==> src/rtl/llc_miss_handler.sv <==
// llc_miss_handler: LLC line-fill and dirty-victim writeback engine.
// One miss at a time. A dirty victim is written back byte-serially, then the
// missing line is read byte-serially and returned to the cache as a one-cycle fill.
// Ports:
//   clk, reset                  clock, synchronous active-high reset
//   miss_valid/miss_ready       miss handshake; miss_addr, miss_wb,
//                               victim_addr, victim_data are latched on accept
//   fill_valid/addr/data        one-cycle line return to the cache
//   crit_valid/crit_data        early requested byte (LLC_MISS_CRIT_FIRST_EN only)
//   mem_req/we/addr/wdata       byte beat request to memory
//   mem_ack/mem_rdata           beat completion and read byte
// Optional feature macro: LLC_MISS_CRIT_FIRST_EN (critical-byte-first reads).
module llc_miss_handler #(
  parameter int LINE_SIZE = 64
) (
  input  logic                   clk,
  input  logic                   reset,
  input  logic                   miss_valid,
  output logic                   miss_ready,
  input  logic [31:0]            miss_addr,
  input  logic                   miss_wb,
  input  logic [31:0]            victim_addr,
  input  logic [8*LINE_SIZE-1:0] victim_data,
  output logic                   fill_valid,
  output logic [31:0]            fill_addr,
  output logic [8*LINE_SIZE-1:0] fill_data,
  output logic                   crit_valid,
  output logic [7:0]             crit_data,
  output logic                   mem_req,
  output logic                   mem_we,
  output logic [31:0]            mem_addr,
  output logic [7:0]             mem_wdata,
  input  logic                   mem_ack,
  input  logic [7:0]             mem_rdata
);

  localparam int OFF_W = $clog2(LINE_SIZE);
  localparam int CW    = OFF_W + 1;
  localparam int LW    = 8 * LINE_SIZE;

  typedef enum logic [1:0] {
    IDLE,
    WB,
    RD,
    FILL
  } state_t;

  state_t            state;
  logic [CW-1:0]     cnt;
  logic [31-OFF_W:0] mbase;
  logic [31-OFF_W:0] vbase;
  logic [LW-1:0]     vline;
  logic [LW-1:0]     lbuf;
  logic [OFF_W-1:0]  start;
  logic [OFF_W-1:0]  acc_start;

  logic [CW-1:0]     cnt_inc;
  logic              last_beat;
  logic              beat_ack;
  logic [OFF_W-1:0]  nxt_off;
  logic [OFF_W-1:0]  rd_off;
  logic [LW-1:0]     lbuf_wr;
  logic              unused_bits;

  assign miss_ready = (state == IDLE) && !reset;
  assign beat_ack   = mem_req && mem_ack;
  assign cnt_inc    = cnt + CW'(1);
  // Terminal count uses the extra counter bit so it never aliases 0.
  assign last_beat  = (cnt_inc == CW'(LINE_SIZE));
  assign nxt_off    = cnt[OFF_W-1:0] + OFF_W'(1);
  assign rd_off     = cnt[OFF_W-1:0] + start;

  assign unused_bits = ^{victim_addr[OFF_W-1:0],
                         miss_addr[OFF_W-1:0]};

  always_comb begin
    lbuf_wr = lbuf;
    lbuf_wr[{rd_off, 3'b000} +: 8] = mem_rdata;
  end

`ifdef LLC_MISS_CRIT_FIRST_EN
  assign acc_start = miss_addr[OFF_W-1:0];

  always_ff @(posedge clk) begin
    if (reset) begin
      start      <= '0;
      crit_valid <= 1'b0;
      crit_data  <= '0;
    end else begin
      if (state == IDLE && miss_valid)
        start <= acc_start;
      crit_valid <= (state == RD) && beat_ack && (cnt == '0);
      if ((state == RD) && beat_ack && (cnt == '0))
        crit_data <= mem_rdata;
    end
  end
`else
  assign acc_start  = '0;
  assign start      = '0;
  assign crit_valid = 1'b0;
  assign crit_data  = '0;
`endif

  always_ff @(posedge clk) begin
    if (reset) begin
      state      <= IDLE;
      cnt        <= '0;
      mbase      <= '0;
      vbase      <= '0;
      vline      <= '0;
      lbuf       <= '0;
      mem_req    <= 1'b0;
      mem_we     <= 1'b0;
      mem_addr   <= '0;
      mem_wdata  <= '0;
      fill_valid <= 1'b0;
      fill_addr  <= '0;
      fill_data  <= '0;
    end else begin
      fill_valid <= 1'b0;
      unique case (state)
        IDLE: begin
          if (miss_valid) begin
            mbase   <= miss_addr[31:OFF_W];
            vbase   <= victim_addr[31:OFF_W];
            vline   <= victim_data;
            cnt     <= '0;
            mem_req <= 1'b1;
            if (miss_wb) begin
              state     <= WB;
              mem_we    <= 1'b1;
              mem_addr  <= {victim_addr[31:OFF_W],
                            {OFF_W{1'b0}}};
              mem_wdata <= victim_data[7:0];
            end else begin
              state     <= RD;
              mem_we    <= 1'b0;
              mem_addr  <= {miss_addr[31:OFF_W],
                            acc_start};
              mem_wdata <= '0;
            end
          end
        end
        WB: begin
          if (beat_ack) begin
            if (last_beat) begin
              state     <= RD;
              cnt       <= '0;
              mem_we    <= 1'b0;
              mem_addr  <= {mbase, start};
              mem_wdata <= '0;
            end else begin
              cnt       <= cnt_inc;
              mem_addr  <= {vbase, nxt_off};
              mem_wdata <= vline[{nxt_off, 3'b000} +: 8];
            end
          end
        end
        RD: begin
          if (beat_ack) begin
            lbuf <= lbuf_wr;
            if (last_beat) begin
              state      <= FILL;
              cnt        <= '0;
              mem_req    <= 1'b0;
              fill_valid <= 1'b1;
              fill_addr  <= {mbase, {OFF_W{1'b0}}};
              fill_data  <= lbuf_wr;
            end else begin
              cnt      <= cnt_inc;
              mem_addr <= {mbase, nxt_off + start};
            end
          end
        end
        FILL: begin
          state <= IDLE;
        end
        default: begin
          state <= IDLE;
        end
      endcase
    end
  end

endmodule

==> config.mk <==
export PLATFORM = sky130hd
export DESIGN_NAME = llc_miss_handler
export DESIGN_NICKNAME = d
export VERILOG_FILES = /design/src/rtl/llc_miss_handler.sv
export SDC_FILE = /design/constraint.sdc
export NUM_CORES = 2
export LEC_CHECK = 0
export BUFFER_PORTS_ARGS = -buffer_cell sky130_fd_sc_hd__clkbuf_2
export CELL_PAD_IN_SITES_DETAIL_PLACEMENT = 1
export CELL_PAD_IN_SITES_GLOBAL_PLACEMENT = 2
export CORE_AREA = 5 5 459 461
export CTS_CLUSTER_DIAMETER = 60
export CTS_CLUSTER_SIZE = 28
export DETAILED_ROUTE_END_ITERATION = 7
export DIE_AREA = 0 0 464 466
export PLACE_DENSITY_LB_ADDON = 0.1
export SLEW_MARGIN = 20
export SYNTH_ARGS = -nofsm -noshare
export SYNTH_HDL_FRONTEND = slang
export SYNTH_SLANG_ARGS = --single-unit
export TNS_END_PERCENT = 50
==> constraint.sdc <==
create_clock -name clk -period 5.5 [get_ports clk]
set_input_delay 0.275 -clock clk [delete_from_list [all_inputs] [get_ports clk]]
set_output_delay 0.275 -clock clk [all_outputs]
set_load 0.05 [all_outputs]
### Word-level counts from Yosys, hierarchy flattened

Index checks and enable logic that the tools add are counted.

* flip-flop bits (word level): 1666
* latch bits: 0
* bits in writable memories: 0
* bits in read-only memories: 0
* word-level logic and storage cells: 83
* memories: 0

* $add $sub $neg: 3
* multiply operators: 0
* divide/modulo/power cells: 0
* $lt $le $gt $ge: 0
* eq/ne operators: 11
* shifts and indexed selects: 3
* muxes and demuxes: 32
* bitwise operators: 2
* reduce and logical (&&, ||, !) cells: 19

Operators with widths (number)
* $bwmux 512: 1
* $shift 8x11->512 const A: 1
* $shiftx 512x10->8: 1
* $shiftx 8x11->512: 1
* $mux 32: 6
* $pmux 32 s3: 1
* $mux 8: 4
* $mux 7: 3
* $pmux 8 s2: 1
* $pmux 7 s2: 1
* $mux 2: 6
* $ne 2x2->1 const B: 6
* $neg 9->11: 1
* $reduce_and 5->1: 2
* $reduce_and 3->1: 3
* $pmux 2 s4: 1
* $reduce_and 4->1: 2
* $add 7x1->7 const B: 1
* $eq 7x7->1 const B: 1
* $add 6x1->6 const B: 1
* $mux 1: 6
* $reduce_bool 2->1: 3
* $eq 2x2->1 const B: 2
* $pmux 1 s2: 2
* other kinds (10): 13

### Longest topological paths before layout

* depth after elaboration: 5
* mapped depth: 15
* mapped depth without buffers: 8

### Least setup slack after synthesis

Ideal clock, no wire load.

* path kind: flip-flop to flip-flop
* start point: reg cnt[0]
* end point: reg mem_wdata[7]
* arrival time: 3.557 ns
* setup slack: 1.827 ns
* stages on the path, launching flop included: 14
* path buffers: 6
* period minus slack after synthesis: 3.673 ns
* cell sequence: dfxtp_1 -> buf_6 -> buf_2 -> inv_1 -> clkbuf_1 -> ha_1 -> buf_2 -> buf_2 -> buf_1 -> mux4_2 -> mux2_2 -> a222oi_1 -> nand2_1 -> a31o_2

* cells in the longest elaborated chain, start to end: 5

Ends and longest elaborated chain
* from (decl): line 49 `logic [CW-1:0] cnt;`
* from (signal assigned): line 153 `cnt <= cnt_inc;`
* from (signal assigned): line 170 `cnt <= cnt_inc;`
* $add 6x1->6 / $add 7x1->7 (equally long branches): line 70, 67
* $shiftx 512x10->8 / $eq 7x7->1 (equally long branches): line 155, 69
* $mux 8 (*): line 146 `if (last_beat) begin`
* $mux 8 (*): line 145 `if (beat_ack) begin`
* $pmux 8 s2 (*): line 121 `unique case (state)`
* to (signal assigned): line 134 `mem_wdata <= victim_data[7:0];`
* to (signal assigned): line 155 `mem_wdata <= vline[{nxt_off, 3'b000} +: 8];`
* to (decl): line 32 `output logic [7:0] mem_wdata,`

Every way passes the cells marked *; elsewhere a longest branch is shown, timed or not. The select of a mux whose other input is x is not followed.
A chain may end at the register's enable or synchronous reset.

### Worst setup path in the final report

* start point: reg cnt[0]
* end point: reg fill_data[30]

* cells in the longest elaborated chain, start to end: 3

Ends and longest elaborated chain
* $neg 9->11 / $add 7x1->7 (equally long branches): line 78, 67
* $shiftx 8x11->512 (tied with other cells): line 78 `lbuf_wr[{rd_off, 3'b000} +: 8] = mem_rdata;`
* $bwmux 512 / $reduce_and 3->1 (equally long branches)
* to (signal assigned): line 168 `fill_data <= lbuf_wr;`
* to (decl): line 26 `output logic [8*LINE_SIZE-1:0] fill_data,`

Parallel ways exist; a longest one is shown, timed or not.

==> impl_metrics.ini <==
[placed_design]
place_inst = 11333
dpl_worst_slack_ps = 1480
port_buffers = 1158
routabilityCongestion = 0.843
hpwl_um = 220000

[cts]
cts_buffers = 155
postCtsSetupBuffers = 0
htreeDepth = 4
tritoncts = done
ctsHoldBuffers = 609
cts.sinks = 1666
cts_buffer_depth = 3
postCtsResizedCells = 0
cts_root_buf = clkbuf_16
clkTransAtPathRegs_ps = 70
clk_latency_ps = 830

[synth]
ys_ff_latch = 1666
synthFlopType = dfxtp_1
syn_inst = 8060
syn_area_sq_mm = 0.0696
yosysTopAreaCellShare = 0.479
syn_avg_cell_area_sq_um = 8.63
synth-edff-count = 0
ys_seq_area_frac = 0.479
yosysUniqueCellTypes = 82
netlist_top_cells_area = dfxtp_1 (48%), nand2_1 (9.8%), mux2i_1 (8.6%)
yosys_warnings = 0
yosysTopAreaCell = dfxtp_1
async_flop_share = 0

[critical_path]
crit_path_max_fanout = 71
reg2reg_setup_slack_ps = 1480
path_cells = ha_1, xnor2_1, a31oi_2, a21oi_2, and4_4, buf_4, nor2_1, a311oi_1
worstPathRequired_ps = 6210
reg2reg_from = cnt[0]
critPathMaxStageDelay_ps = 660
crit_arrival_ps = 4730
worstSetupPathType = reg2reg
startpoint = cnt[0]
cpMaxStageDelayCell = buf_4
critPathLaunchType = register
crit_family = compound AO/OA/AOI/OAI gates
critPathBufInv = 1
critPathCaptureType = register

[floorplanning]
pin_count = 1186
start_util = 0.338
rows = 167
die_w_um = 464
dieArea_sq_mm = 0.216
coreArea_sq_mm = 0.206
fp.dieH_um = 466

[grt]
grt_pass1_wl_um = 450000
grtUsageTotal = 0.275
grt_pass1_vias = 66074
antenna_found_initial = 102
grt_max_degree = 229
overflow = 0

[power_and_ir_drop]
power.leakage_nw = 32.6
ir_drop_mv = 0.356
pwr_density_cell_mw_per_mm2 = 361

[sta]
finalSetupViolCount = 0
slew_headroom = 0.00233
fmax_ghz = 0.249
rsz0062_at_grt = no
worst_slew_pin_slew_ps = 1500
min_period_ps = 4020
finalCritPeriodShare = 0.732
fin_ws_ps = 1480
final.setup.tns_ps = 0
hold_viol = 0
maxSlewViolCount = 0
clock_skew_ps = 46.7

[detailed_routing]
first_pass_iters = 5
drc = 0
ant_nets = 0
drt_iter0_markers = 4340
routed_wl_um = 311000
vias = 64579
via_per_inst = 5.25
wire_per_inst_um = 25.3

[cells_and_area]
area_growth_pct = 27.7
nFillCells = 24106
fin_util = 0.431
finalNonFillerCells = 12295
layout-drive-gt1-share = 0.192
fin_nets = 9994

[worst_hold_path]
hp-class = in2reg
min_from = mem_rdata[7]

[job]
maxCapViolCount = 0

[run_status]
status = finished clean
[worst paths after layout]
check        depth (start not counted)       endpoint
min                                  4      lbuf[327]
max                                  8  fill_data[30]
max reg2reg                          8  fill_data[30]
min reg2reg                          2     vline[329]
[per-stage QoR]
stage               hold slack [ps]  total power [mW]  cell area (sq um)
global route                    125              33.4              88800
floorplan                       411              17.9              69600
CTS                            66.5              32.4              88700
detailed placement              447              20.2              77200
global placement                440              20.1              77100
finish                          166              32.1              88900
[tightest hold or removal path, cell delays in order]
cell	delay, ps
clkbuf_2	80
buf_4	310
nand3_1	160
a21oi_1	60
[per-layer routing]
layer,GRT usage,up-vias,wire (um)
li1,-,30498,-
met1,0.337,31966,131000
met2,0.474,1555,151000
met3,0.0542,504,15700
met4,0.112,56,13500
met5,0,-,348
[cell usage after synthesis, types with 27 or more instances]
cell type	number
nand2_1	1809
dfxtp_1	1666
nor2_1	982
a21oi_1	864
mux2i_1	599
clkbuf_1	478
a211oi_1	297
o21ai_0	212
a311oi_1	185
buf_2	141
mux4_2	134
nor3_1	88
buf_1	61
and2_1	50
nand3_1	42
inv_1	36
nor2b_1	32
nor3_4	27
[where the power goes]
part	total, mW	leakage (nW)	switching (mW)	internal (mW)
clock	11.7	2.61	5.41	6.31
combinational	6.86	16.4	4.57	2.29
sequential	13.5	13.5	0.539	13.0
total	32.1	32.6	10.5	21.6
[placed cells by master (no fill, tap or decap), drive strengths merged, types with 10 or more instances in the layout]
master,synthesis,final
a211oi,300,300
a21oi,865,865
a221oi,26,26
a311oi,186,186
a31oi,18,18
a32oi,11,11
and2,53,53
and3,22,22
buf,228,105
bufinv,0,14
clkbuf,478,1342
clkinv,1,34
clkinvlp,0,17
conb,1,15
dfxtp,1666,1666
diode,0,67
dlygate4sd3,0,609
inv,36,72
mux2,11,11
mux2i,599,599
mux4,134,134
nand2,1810,1810
nand2b,10,10
nand3,45,45
nor2,1008,1008
nor2b,32,32
nor3,134,134
o211ai,15,15
o21ai,226,226
o32ai,26,26
or2,28,28
or3,13,13
[state kept, by name, indices dropped and copies added, names as in the netlist, 8 cells and up]
| signal | count |
|---|---|
| lbuf | 512 |
| mem_addr | 32 |
| fill_data | 512 |
| mbase | 26 |
| vline | 512 |
| mem_wdata | 8 |
| fill_addr | 26 |
| vbase | 26 |
[kinds of logic (layout without fill, tap and decap cells)]
family	Yosys count	count (layout)	synth area share
mux	744	744	0.131
flops	1666	1666	0.479
fa+ha+maj	9	9	0.00162
buf+inv	743	2193	0.0444
other cells	1	82	0.0000539
simple gates	3165	3165	0.188
xor+xnor	11	11	0.00149
compound gates	1721	1721	0.154
[cell type report]
cell class / instances / area (sq um) / area share
Clock buffer: 185 / 4220 / 0.0475
Inverter: 37 / 139 / 0.00156
Sequential cell: 1666 / 33400 / 0.375
Antenna cell: 67 / 168 / 0.00189
Tap cell: 2704 / 3380 / 0.0381
Clock inverter: 100 / 1200 / 0.0135
Timing Repair Buffer: 1871 / 13000 / 0.146
Multi-Input combinational cell: 5665 / 33400 / 0.376
(Power assumes the default switching activity.)
